<file path="config.mk">
export PLATFORM = sky130hd
export DESIGN_NAME = mem_port_arbiter_flat
export DESIGN_NICKNAME = d
export VERILOG_FILES = /design/src/rtl/mem_port_arbiter_if.sv /design/src/rtl/mem_port_arbiter.sv /design/src/flat_wrapper.sv
export SDC_FILE = /design/constraint.sdc
export NUM_CORES = 1
export LEC_CHECK = 0
export CAP_MARGIN = 10
export CELL_PAD_IN_SITES_DETAIL_PLACEMENT = 0
export CELL_PAD_IN_SITES_GLOBAL_PLACEMENT = 1
export CORE_MARGIN = 1.5
export CORE_UTILIZATION = 49
export DETAILED_ROUTE_END_ITERATION = 6
export DONT_BUFFER_PORTS = 1
export GPL_TIMING_DRIVEN = 0
export MAX_ROUTING_LAYER = met4
export PLACE_DENSITY = 0.76
export SLEW_MARGIN = 30
export SYNTH_ARGS = -nofsm -noshare
export SYNTH_HDL_FRONTEND = slang
export SYNTH_SLANG_ARGS = --single-unit
</file>
<file path="constraint.sdc">
create_clock -name clk -period 1.9 [get_ports clk]
set_input_delay 0.38 -clock clk [delete_from_list [all_inputs] [get_ports clk]]
set_output_delay 0.38 -clock clk [all_outputs]
set_load 0.01 [all_outputs]
</file>
<file path="src/rtl/mem_port_arbiter_if.sv">
`default_nettype none
// ============================================================================
// Module   : mem_port_arbiter_if
// Brief    : Requester, memory-port and status bundle of mem_port_arbiter.
//            master = arbiter view, slave = requesters/memory view.
// Revision : 1.0 - initial release
// ============================================================================
interface mem_port_arbiter_if #(
    parameter int LINE_WORDS = 4
);
    localparam int IDX_W = $clog2(LINE_WORDS);

    logic             if_req;
    logic [31:0]      if_addr;
    logic [31:0]      if_rdata;
    logic             if_rvalid;
    logic [IDX_W-1:0] if_word_idx;
    logic             if_done;

    logic             d_req;
    logic             d_we;
    logic [31:0]      d_addr;
    logic [31:0]      d_wdata;
    logic [31:0]      d_rdata;
    logic             d_done;

    logic             mem_req;
    logic             mem_we;
    logic [31:0]      mem_addr;
    logic [31:0]      mem_wdata;
    logic             mem_ack;
    logic [31:0]      mem_rdata;

    logic             stall;
    logic [1:0]       grant;

    modport master (
        input  if_req, if_addr, d_req, d_we, d_addr, d_wdata, mem_ack, mem_rdata,
        output if_rdata, if_rvalid, if_word_idx, if_done, d_rdata, d_done,
        output mem_req, mem_we, mem_addr, mem_wdata, stall, grant
    );

    modport slave (
        output if_req, if_addr, d_req, d_we, d_addr, d_wdata, mem_ack, mem_rdata,
        input  if_rdata, if_rvalid, if_word_idx, if_done, d_rdata, d_done,
        input  mem_req, mem_we, mem_addr, mem_wdata, stall, grant
    );
endinterface
`default_nettype wire

</file>
<file path="src/rtl/mem_port_arbiter.sv">
`default_nettype none
// ============================================================================
// Module   : mem_port_arbiter
// Brief    : Shares one memory port between icache line refill (burst) and
//            data load/store (single word), data first with bounded starvation.
// Revision : 1.0 - initial release
// ============================================================================
module mem_port_arbiter #(
    parameter int LINE_WORDS   = 4,
    parameter int MAX_D_STREAK = 4
) (
    input  wire                clk,
    input  wire                start_n,
    mem_port_arbiter_if.master bus
);
    localparam int IDX_W    = $clog2(LINE_WORDS);
    localparam int STREAK_W = $clog2(MAX_D_STREAK + 1);
    localparam int TAG_W    = 32 - IDX_W - 2;

    localparam logic [IDX_W-1:0]    LAST_BEAT    = IDX_W'(LINE_WORDS - 1);
    localparam logic [STREAK_W-1:0] STREAK_MAX   = STREAK_W'(MAX_D_STREAK);
    localparam logic [1:0]          GRANT_IDLE   = 2'b00;
    localparam logic [1:0]          GRANT_DATA   = 2'b01;
    localparam logic [1:0]          GRANT_IFETCH = 2'b10;

    typedef enum logic [1:0] {
        S_IDLE   = 2'd0,
        S_D_XFER = 2'd1,
        S_I_XFER = 2'd2
    } state_t;

    state_t              state_q,       state_d;
    logic [STREAK_W-1:0] d_streak_q,    d_streak_d;
    logic [IDX_W-1:0]    beat_q,        beat_d;
    logic [TAG_W-1:0]    line_tag_q,    line_tag_d;
    logic                mem_req_q,     mem_req_d;
    logic                mem_we_q,      mem_we_d;
    logic [31:0]         mem_addr_q,    mem_addr_d;
    logic [31:0]         mem_wdata_q,   mem_wdata_d;
    logic [31:0]         if_rdata_q,    if_rdata_d;
    logic                if_rvalid_q,   if_rvalid_d;
    logic [IDX_W-1:0]    if_word_idx_q, if_word_idx_d;
    logic                if_done_q,     if_done_d;
    logic [31:0]         d_rdata_q,     d_rdata_d;
    logic                d_done_q,      d_done_d;
    logic [1:0]          grant_q,       grant_d;

    logic [IDX_W-1:0]    beat_inc;
    logic                data_wins;
    logic                unused_line_offset;

    assign beat_inc           = beat_q + IDX_W'(1);
    assign unused_line_offset = ^bus.if_addr[IDX_W+1:0];
    // Data loses only when ifetch has been passed over MAX_D_STREAK times in a row.
    assign data_wins = bus.d_req && !(bus.if_req && (d_streak_q == STREAK_MAX));

    always_comb begin
        state_d       = state_q;
        d_streak_d    = bus.if_req ? d_streak_q : '0;
        beat_d        = beat_q;
        line_tag_d    = line_tag_q;
        mem_req_d     = mem_req_q;
        mem_we_d      = mem_we_q;
        mem_addr_d    = mem_addr_q;
        mem_wdata_d   = mem_wdata_q;
        if_rdata_d    = if_rdata_q;
        if_rvalid_d   = 1'b0;
        if_word_idx_d = if_word_idx_q;
        if_done_d     = 1'b0;
        d_rdata_d     = d_rdata_q;
        d_done_d      = 1'b0;
        grant_d       = grant_q;

        case (state_q)
            S_IDLE: begin
                if (data_wins) begin
                    state_d     = S_D_XFER;
                    grant_d     = GRANT_DATA;
                    mem_req_d   = 1'b1;
                    mem_we_d    = bus.d_we;
                    mem_addr_d  = bus.d_addr;
                    mem_wdata_d = bus.d_wdata;
                    if (bus.if_req && (d_streak_q != STREAK_MAX)) begin
                        d_streak_d = d_streak_q + STREAK_W'(1);
                    end
                end else if (bus.if_req) begin
                    state_d    = S_I_XFER;
                    grant_d    = GRANT_IFETCH;
                    mem_req_d  = 1'b1;
                    mem_we_d   = 1'b0;
                    line_tag_d = bus.if_addr[31:IDX_W+2];
                    mem_addr_d = {bus.if_addr[31:IDX_W+2], {(IDX_W+2){1'b0}}};
                    beat_d     = '0;
                    d_streak_d = '0;
                end
            end
            S_D_XFER: begin
                if (bus.mem_ack) begin
                    if (!mem_we_q) begin
                        d_rdata_d = bus.mem_rdata;
                    end
                    d_done_d  = 1'b1;
                    mem_req_d = 1'b0;
                    mem_we_d  = 1'b0;
                    grant_d   = GRANT_IDLE;
                    state_d   = S_IDLE;
                end
            end
            S_I_XFER: begin
                if (bus.mem_ack) begin
                    if_rdata_d    = bus.mem_rdata;
                    if_rvalid_d   = 1'b1;
                    if_word_idx_d = beat_q;
                    if (beat_q == LAST_BEAT) begin
                        if_done_d = 1'b1;
                        mem_req_d = 1'b0;
                        beat_d    = '0;
                        grant_d   = GRANT_IDLE;
                        state_d   = S_IDLE;
                    end else begin
                        beat_d     = beat_inc;
                        mem_addr_d = {line_tag_q, beat_inc, 2'b00};
                    end
                end
            end
            default: begin
                state_d   = S_IDLE;
                mem_req_d = 1'b0;
                grant_d   = GRANT_IDLE;
            end
        endcase
    end

    always_ff @(posedge clk or negedge start_n) begin
        if (!start_n) begin
            state_q       <= S_IDLE;
            d_streak_q    <= '0;
            beat_q        <= '0;
            line_tag_q    <= '0;
            mem_req_q     <= 1'b0;
            mem_we_q      <= 1'b0;
            mem_addr_q    <= '0;
            mem_wdata_q   <= '0;
            if_rdata_q    <= '0;
            if_rvalid_q   <= 1'b0;
            if_word_idx_q <= '0;
            if_done_q     <= 1'b0;
            d_rdata_q     <= '0;
            d_done_q      <= 1'b0;
            grant_q       <= GRANT_IDLE;
        end else begin
            state_q       <= state_d;
            d_streak_q    <= d_streak_d;
            beat_q        <= beat_d;
            line_tag_q    <= line_tag_d;
            mem_req_q     <= mem_req_d;
            mem_we_q      <= mem_we_d;
            mem_addr_q    <= mem_addr_d;
            mem_wdata_q   <= mem_wdata_d;
            if_rdata_q    <= if_rdata_d;
            if_rvalid_q   <= if_rvalid_d;
            if_word_idx_q <= if_word_idx_d;
            if_done_q     <= if_done_d;
            d_rdata_q     <= d_rdata_d;
            d_done_q      <= d_done_d;
            grant_q       <= grant_d;
        end
    end

    assign bus.mem_req     = mem_req_q;
    assign bus.mem_we      = mem_we_q;
    assign bus.mem_addr    = mem_addr_q;
    assign bus.mem_wdata   = mem_wdata_q;
    assign bus.if_rdata    = if_rdata_q;
    assign bus.if_rvalid   = if_rvalid_q;
    assign bus.if_word_idx = if_word_idx_q;
    assign bus.if_done     = if_done_q;
    assign bus.d_rdata     = d_rdata_q;
    assign bus.d_done      = d_done_q;
    assign bus.grant       = grant_q;
    assign bus.stall       = (bus.if_req & ~if_done_q) | (bus.d_req & ~d_done_q);
endmodule
`default_nettype wire

</file>
<file path="src/flat_wrapper.sv">
// flat-port wrapper written by rule: the top's interface ports become plain ports
module mem_port_arbiter_flat 
#(
    parameter int LINE_WORDS   = 4,
    parameter int MAX_D_STREAK = 4
)
  (clk, start_n, bus_if_req, bus_if_addr, bus_d_req, bus_d_we, bus_d_addr, bus_d_wdata, bus_mem_ack, bus_mem_rdata, bus_if_rdata, bus_if_rvalid, bus_if_word_idx, bus_if_done, bus_d_rdata, bus_d_done, bus_mem_req, bus_mem_we, bus_mem_addr, bus_mem_wdata, bus_stall, bus_grant);
  mem_port_arbiter_if #(.LINE_WORDS(LINE_WORDS)) bus_i ();
  input  wire clk;
  input  wire start_n;
  input wire logic [$bits(bus_i.if_req)-1:0] bus_if_req;
  input wire logic [$bits(bus_i.if_addr)-1:0] bus_if_addr;
  input wire logic [$bits(bus_i.d_req)-1:0] bus_d_req;
  input wire logic [$bits(bus_i.d_we)-1:0] bus_d_we;
  input wire logic [$bits(bus_i.d_addr)-1:0] bus_d_addr;
  input wire logic [$bits(bus_i.d_wdata)-1:0] bus_d_wdata;
  input wire logic [$bits(bus_i.mem_ack)-1:0] bus_mem_ack;
  input wire logic [$bits(bus_i.mem_rdata)-1:0] bus_mem_rdata;
  output wire logic [$bits(bus_i.if_rdata)-1:0] bus_if_rdata;
  output wire logic [$bits(bus_i.if_rvalid)-1:0] bus_if_rvalid;
  output wire logic [$bits(bus_i.if_word_idx)-1:0] bus_if_word_idx;
  output wire logic [$bits(bus_i.if_done)-1:0] bus_if_done;
  output wire logic [$bits(bus_i.d_rdata)-1:0] bus_d_rdata;
  output wire logic [$bits(bus_i.d_done)-1:0] bus_d_done;
  output wire logic [$bits(bus_i.mem_req)-1:0] bus_mem_req;
  output wire logic [$bits(bus_i.mem_we)-1:0] bus_mem_we;
  output wire logic [$bits(bus_i.mem_addr)-1:0] bus_mem_addr;
  output wire logic [$bits(bus_i.mem_wdata)-1:0] bus_mem_wdata;
  output wire logic [$bits(bus_i.stall)-1:0] bus_stall;
  output wire logic [$bits(bus_i.grant)-1:0] bus_grant;
  assign bus_i.if_req = bus_if_req;
  assign bus_i.if_addr = bus_if_addr;
  assign bus_i.d_req = bus_d_req;
  assign bus_i.d_we = bus_d_we;
  assign bus_i.d_addr = bus_d_addr;
  assign bus_i.d_wdata = bus_d_wdata;
  assign bus_i.mem_ack = bus_mem_ack;
  assign bus_i.mem_rdata = bus_mem_rdata;
  assign bus_if_rdata = bus_i.if_rdata;
  assign bus_if_rvalid = bus_i.if_rvalid;
  assign bus_if_word_idx = bus_i.if_word_idx;
  assign bus_if_done = bus_i.if_done;
  assign bus_d_rdata = bus_i.d_rdata;
  assign bus_d_done = bus_i.d_done;
  assign bus_mem_req = bus_i.mem_req;
  assign bus_mem_we = bus_i.mem_we;
  assign bus_mem_addr = bus_i.mem_addr;
  assign bus_mem_wdata = bus_i.mem_wdata;
  assign bus_stall = bus_i.stall;
  assign bus_grant = bus_i.grant;
  mem_port_arbiter #(.LINE_WORDS(LINE_WORDS), .MAX_D_STREAK(MAX_D_STREAK)) u_core (.clk(clk), .start_n(start_n), .bus(bus_i));
endmodule
</file>
==> out/qor_table.md <==
| Group | Metric | Reported |
|:---|:---|:---|
| status | Run status | finished, violations left |
| status | Violations in the final reports | negative hold slack |
| clock tree | CTS root buf | sky130_fd_sc_hd__clkbuf_16 |
| clock tree | Bufs on Longest Clock Path | 2 |
| timing | Rel. slew slack | 0.659 |
| detailed routing | Number of iterations in the first detailed-routing pass | 4 |
| timing | Hold_ws | -0.345 ns |
| min path | Path category of the worst min-delay check | primary input to asynchronous set/reset pin |
| global route | Grt ovf | 0 |
| floorplanning | Die width | 125 um |
| timing | Clock Skew | 0.00996 ns |
| final layout | Fraction of layout instances using a drive strength above 1 | 0.397 |
| global route | Total Routing Usage GR | 0.228 |
| global route | Largest net degree at the start of global routing | 171 |
| floorplanning | IO Pins | 272 |
| timing | Total setup violations reported at the end of the flow | 0 |
| critical path | Register-to-Register Setup Slack | 0.11 ns |
| synth | Seq cells post-synth | 170 |
| place | Worst slack, placed | -0.162 ns |
| critical path | Critical path start-end classification | register to register |
| synth | Ranking of synthesized cells by area | sky130_fd_sc_hd__dfrtp_1 59%, sky130_fd_sc_hd__mux2_2 19%, sky130_fd_sc_hd__o31ai_2 4.3%, sky130_fd_sc_hd__a31oi_1 2.5%, sky130_fd_sc_hd__a21boi_0 1.9% |
| clock tree | TritonCTS clock tree | done |
| floorplanning | Row cnt | 44 |
| global route | Wire length of the first global-routing pass | 26.9 mm |
| critical path | CP top delay family | buffers and inverters |
| critical path | Crit Path Max Fanout | 10 |
| place | Half-perimeter wire length after placement | 12.0 mm |
| clock tree | Post-CTS clock slew at the launch and capture registers of the worst setup and hold paths | 0.07 ns |
| clock tree | Count of H-tree levels built during CTS | 4 |
| global route | Antenna violations before repair | 0 |
| detailed routing | Number of routed nets with antenna violations | 0 |
| floorplanning | Die outline area | 15500 um2 |
| synth | Number of warnings issued by yosys | 0 |
| clock tree | Clock insertion delay at the later pin of the skew report | 0.42 ns |
| detailed routing | Total via count in the routed design | 4431 |
| synth | Sequential-to-total area share from yosys stat | 0.588 |
| critical path | Cell chain of the critical path | inv_1 > ha_1 > nand3_2 > buf_4 > buf_4 > a31oi_1 > a21boi_2 > o31ai_2 |
| detailed routing | Number of DRC violations after detailed routing | 0 |
| critical path | Most used cell, CP | sky130_fd_sc_hd__buf_4 |
| synth | Synthesized Nets | 680 |
| clock tree | Clock sinks | 170 |
| synth | Portion of synthesized cell area occupied by the leading cell type | 0.588 |
| final layout | Signed area change from the synthesized netlist to the final layout | 12.4% |
| synth | Top cell type by total area after synthesis | sky130_fd_sc_hd__dfrtp_1 |
| critical path | Buffering stage count on the worst path with inverters included | 3 |
| detailed routing | Wire per inst | 22.0 um |
| critical path | Element type at the critical path end | register |
| timing | Post-layout minimum cycle time | 1.79 ns |
| timing | Final Max Tran Viols | 0 |
| critical path | Data arrival time of the critical path | 2.10 ns |
| critical path | Required time worst endpoint | 2.21 ns |
| synth | Synthesized area | 7240 um2 |
| timing | Final worst-path setup slack | 0.111 ns |
| floorplanning | Initial core utilization | 0.500 |
| final layout | Count of nets after finishing | 701 |
| critical path | Critical-path cell with the highest stage delay | sky130_fd_sc_hd__dfrtp_1 |
| timing | Maximum frequency from static timing analysis | 0.559 GHz |
| detailed routing | Detailed Route WL | 16.7 mm |
| detailed routing | Number of vias per cell | 5.82 |
| global route | Vias in the first global route | 4857 |
| timing | Share of the clock period used by the worst path | 0.942 |
| clock tree | Total clock buffers created by CTS | 17 |
| floorplanning | Area of the core | 14500 um2 |
| detailed routing | Number of DRC violations after detailed-routing iteration 0 | 252 |
| power | Maximum resistive drop on vdd | 885 uV |
| critical path | Largest incremental delay on the critical path | 0.39 ns |
| job | Max-cap violations | 0 |
| power | Power density normalized to cell area | 1840 nW/um2 |
| synth | Mean post-synth cell area | 13.3 um2 |
| synth | Count of distinct cell types in the synthesized netlist | 38 |
| floorplanning | Die Span Y | 125 um |
| synth | Instance count of the mapped netlist | 543 |
| timing | Fin. Hold Viols | 170 |
| timing | Unrepaired setup endpoints after global routing | true |
| critical path | Type of element launching the critical path | register |
| final layout | Antenna cell count | 0 |
| place | GPL Wtd Cong | 0.817 |
| timing | Slew at the pin with the worst max-slew slack | 0.511 ns |
| place | # port buffers | 0 |
| power | Leakage component of the power | 3.54 nW |
-- cells in the final DEF (no fill, tap or decap), drive strengths merged, types with 9 or more instances in the layout --
cell	n
dfrtp	170
mux2	126
nand2	36
nor2	35
clkbuf	32
o31ai	31
a31oi	29
a21boi	28
buf	27
inv	12
o21ai	9
-- power breakdown --
part / switching, mW / total [mW] / internal [mW]
Combinational: 1.89 / 4.18 / 2.29
Clock: 1.44 / 3.43 / 1.98
Sequential: 1.97 / 7.38 / 5.41
Total: 5.30 / 15.0 / 9.69
-- flip-flops by register name, indices dropped and copies added (netlist names) --
name	count
u_core.beat_q	2
u_core.bus.d_done	1
u_core.bus.d_rdata	32
u_core.bus.if_done	1
u_core.bus.if_rdata	32
u_core.bus.if_rvalid	1
u_core.bus.if_word_idx	2
u_core.bus.mem_addr	32
u_core.bus.mem_req	1
u_core.bus.mem_wdata	32
u_core.bus.mem_we	1
u_core.d_streak_q	3
u_core.line_tag_q	28
u_core.state_q	2
-- logic make-up (layout without fill, tap and decap cells) --
family / count (synthesis) / count (layout) / synth area share
fa+ha+maj: 3 / 3 / 0.00519
compound gates: 109 / 109 / 0.121
mux: 126 / 126 / 0.196
buf+inv: 46 / 80 / 0.0361
simple gates: 89 / 89 / 0.0538
flops: 170 / 170 / 0.588
-- synthesized netlist by cell type --
cell type / count
sky130_fd_sc_hd__dfrtp_1: 170
sky130_fd_sc_hd__mux2_2: 123
sky130_fd_sc_hd__nand2_1: 36
sky130_fd_sc_hd__nor2_1: 34
sky130_fd_sc_hd__a31oi_1: 29
sky130_fd_sc_hd__o31ai_2: 25
sky130_fd_sc_hd__a21boi_0: 18
sky130_fd_sc_hd__buf_2: 16
sky130_fd_sc_hd__a21boi_1: 10
sky130_fd_sc_hd__clkbuf_1: 9
sky130_fd_sc_hd__inv_1: 8
sky130_fd_sc_hd__a21oi_1: 6
sky130_fd_sc_hd__buf_4: 6
sky130_fd_sc_hd__buf_6: 6
sky130_fd_sc_hd__o31ai_1: 6
sky130_fd_sc_hd__o21ai_0: 5
sky130_fd_sc_hd__nand3_1: 4
sky130_fd_sc_hd__o21ai_1: 4
sky130_fd_sc_hd__ha_1: 3
sky130_fd_sc_hd__mux2_1: 3
sky130_fd_sc_hd__and2_1: 2
sky130_fd_sc_hd__nand3_2: 2
sky130_fd_sc_hd__nand4_1: 2
sky130_fd_sc_hd__nor3_1: 2
sky130_fd_sc_hd__a21bo_2: 1
sky130_fd_sc_hd__a21o_1: 1
sky130_fd_sc_hd__a22o_1: 1
sky130_fd_sc_hd__a22oi_1: 1
sky130_fd_sc_hd__and3_1: 1
sky130_fd_sc_hd__clkbuf_2: 1
sky130_fd_sc_hd__nand2b_1: 1
sky130_fd_sc_hd__nand3b_1: 1
sky130_fd_sc_hd__nand4b_1: 1
sky130_fd_sc_hd__nor2_2: 1
sky130_fd_sc_hd__nor2b_1: 1
sky130_fd_sc_hd__nor3_2: 1
sky130_fd_sc_hd__o22ai_1: 1
sky130_fd_sc_hd__o32a_1: 1
-- per-layer routing --
layer  part of all wire  GRT usage  up-vias
met4              0.026     0.0926        0
li1                   -          -     1984
met2               0.48      0.354      192
met3              0.090     0.0851       30
met5                  0          -        -
met1               0.40      0.268     2225
-- stage by stage --
step / util / power, mW / std cells / setup TNS, ns / area (um2)
5_1_grt: 0.562 / 15.9 / 761 / -0.135 / 8130
2_1_floorplan: - / 10.5 / 543 / 0 / 7240
4_1_cts: 0.556 / 15.1 / 759 / 0 / 8060
3_5_place_dp: 0.516 / 11.6 / 727 / -1.44 / 7470
6_report: 0.562 / 15.0 / 761 / 0 / 8130
3_3_place_gp: 0.516 / 11.4 / 727 / -0.665 / 7470
-- path summary, 6_finish.rpt --
check                                            from                       to  depth (start not counted)
worst max register to register   u_core.d_streak_q[0]  u_core.bus.mem_addr[23]                          8
worst max-delay path             u_core.d_streak_q[0]  u_core.bus.mem_addr[23]                          8
worst min-delay path                          start_n   u_core.bus.if_rdata[7]                          0
min in group clk                      bus_if_addr[22]    u_core.line_tag_q[18]                          1
max in group asynchronous                     start_n        u_core.state_q[0]                          0
worst min register to register  u_core.line_tag_q[18]    u_core.line_tag_q[18]                          1
-- timing repair --
item / in CTS / in global routing
hold endpoints to repair: 170 / 170
buffers inserted: 0 / 2
pin swaps: 0 / 0
gates resized for setup: 3 / 33
setup endpoints to repair: 19 / 99
-- final cells by class --
| class | instances | area, um2 |
|---|---|---|
| inverter | 8 | 30.0 |
| buffer | 38 | 264 |
| tap | 184 | 230 |
| sequential | 170 | 4260 |
| fill | 1219 | 6350 |
| timing repair buffer | 2 | 15.0 |
| clock buffer | 19 | 443 |
| clock inverter | 13 | 140 |
| multi-input combinational | 327 | 2760 |
(Power assumes the default switching activity.)
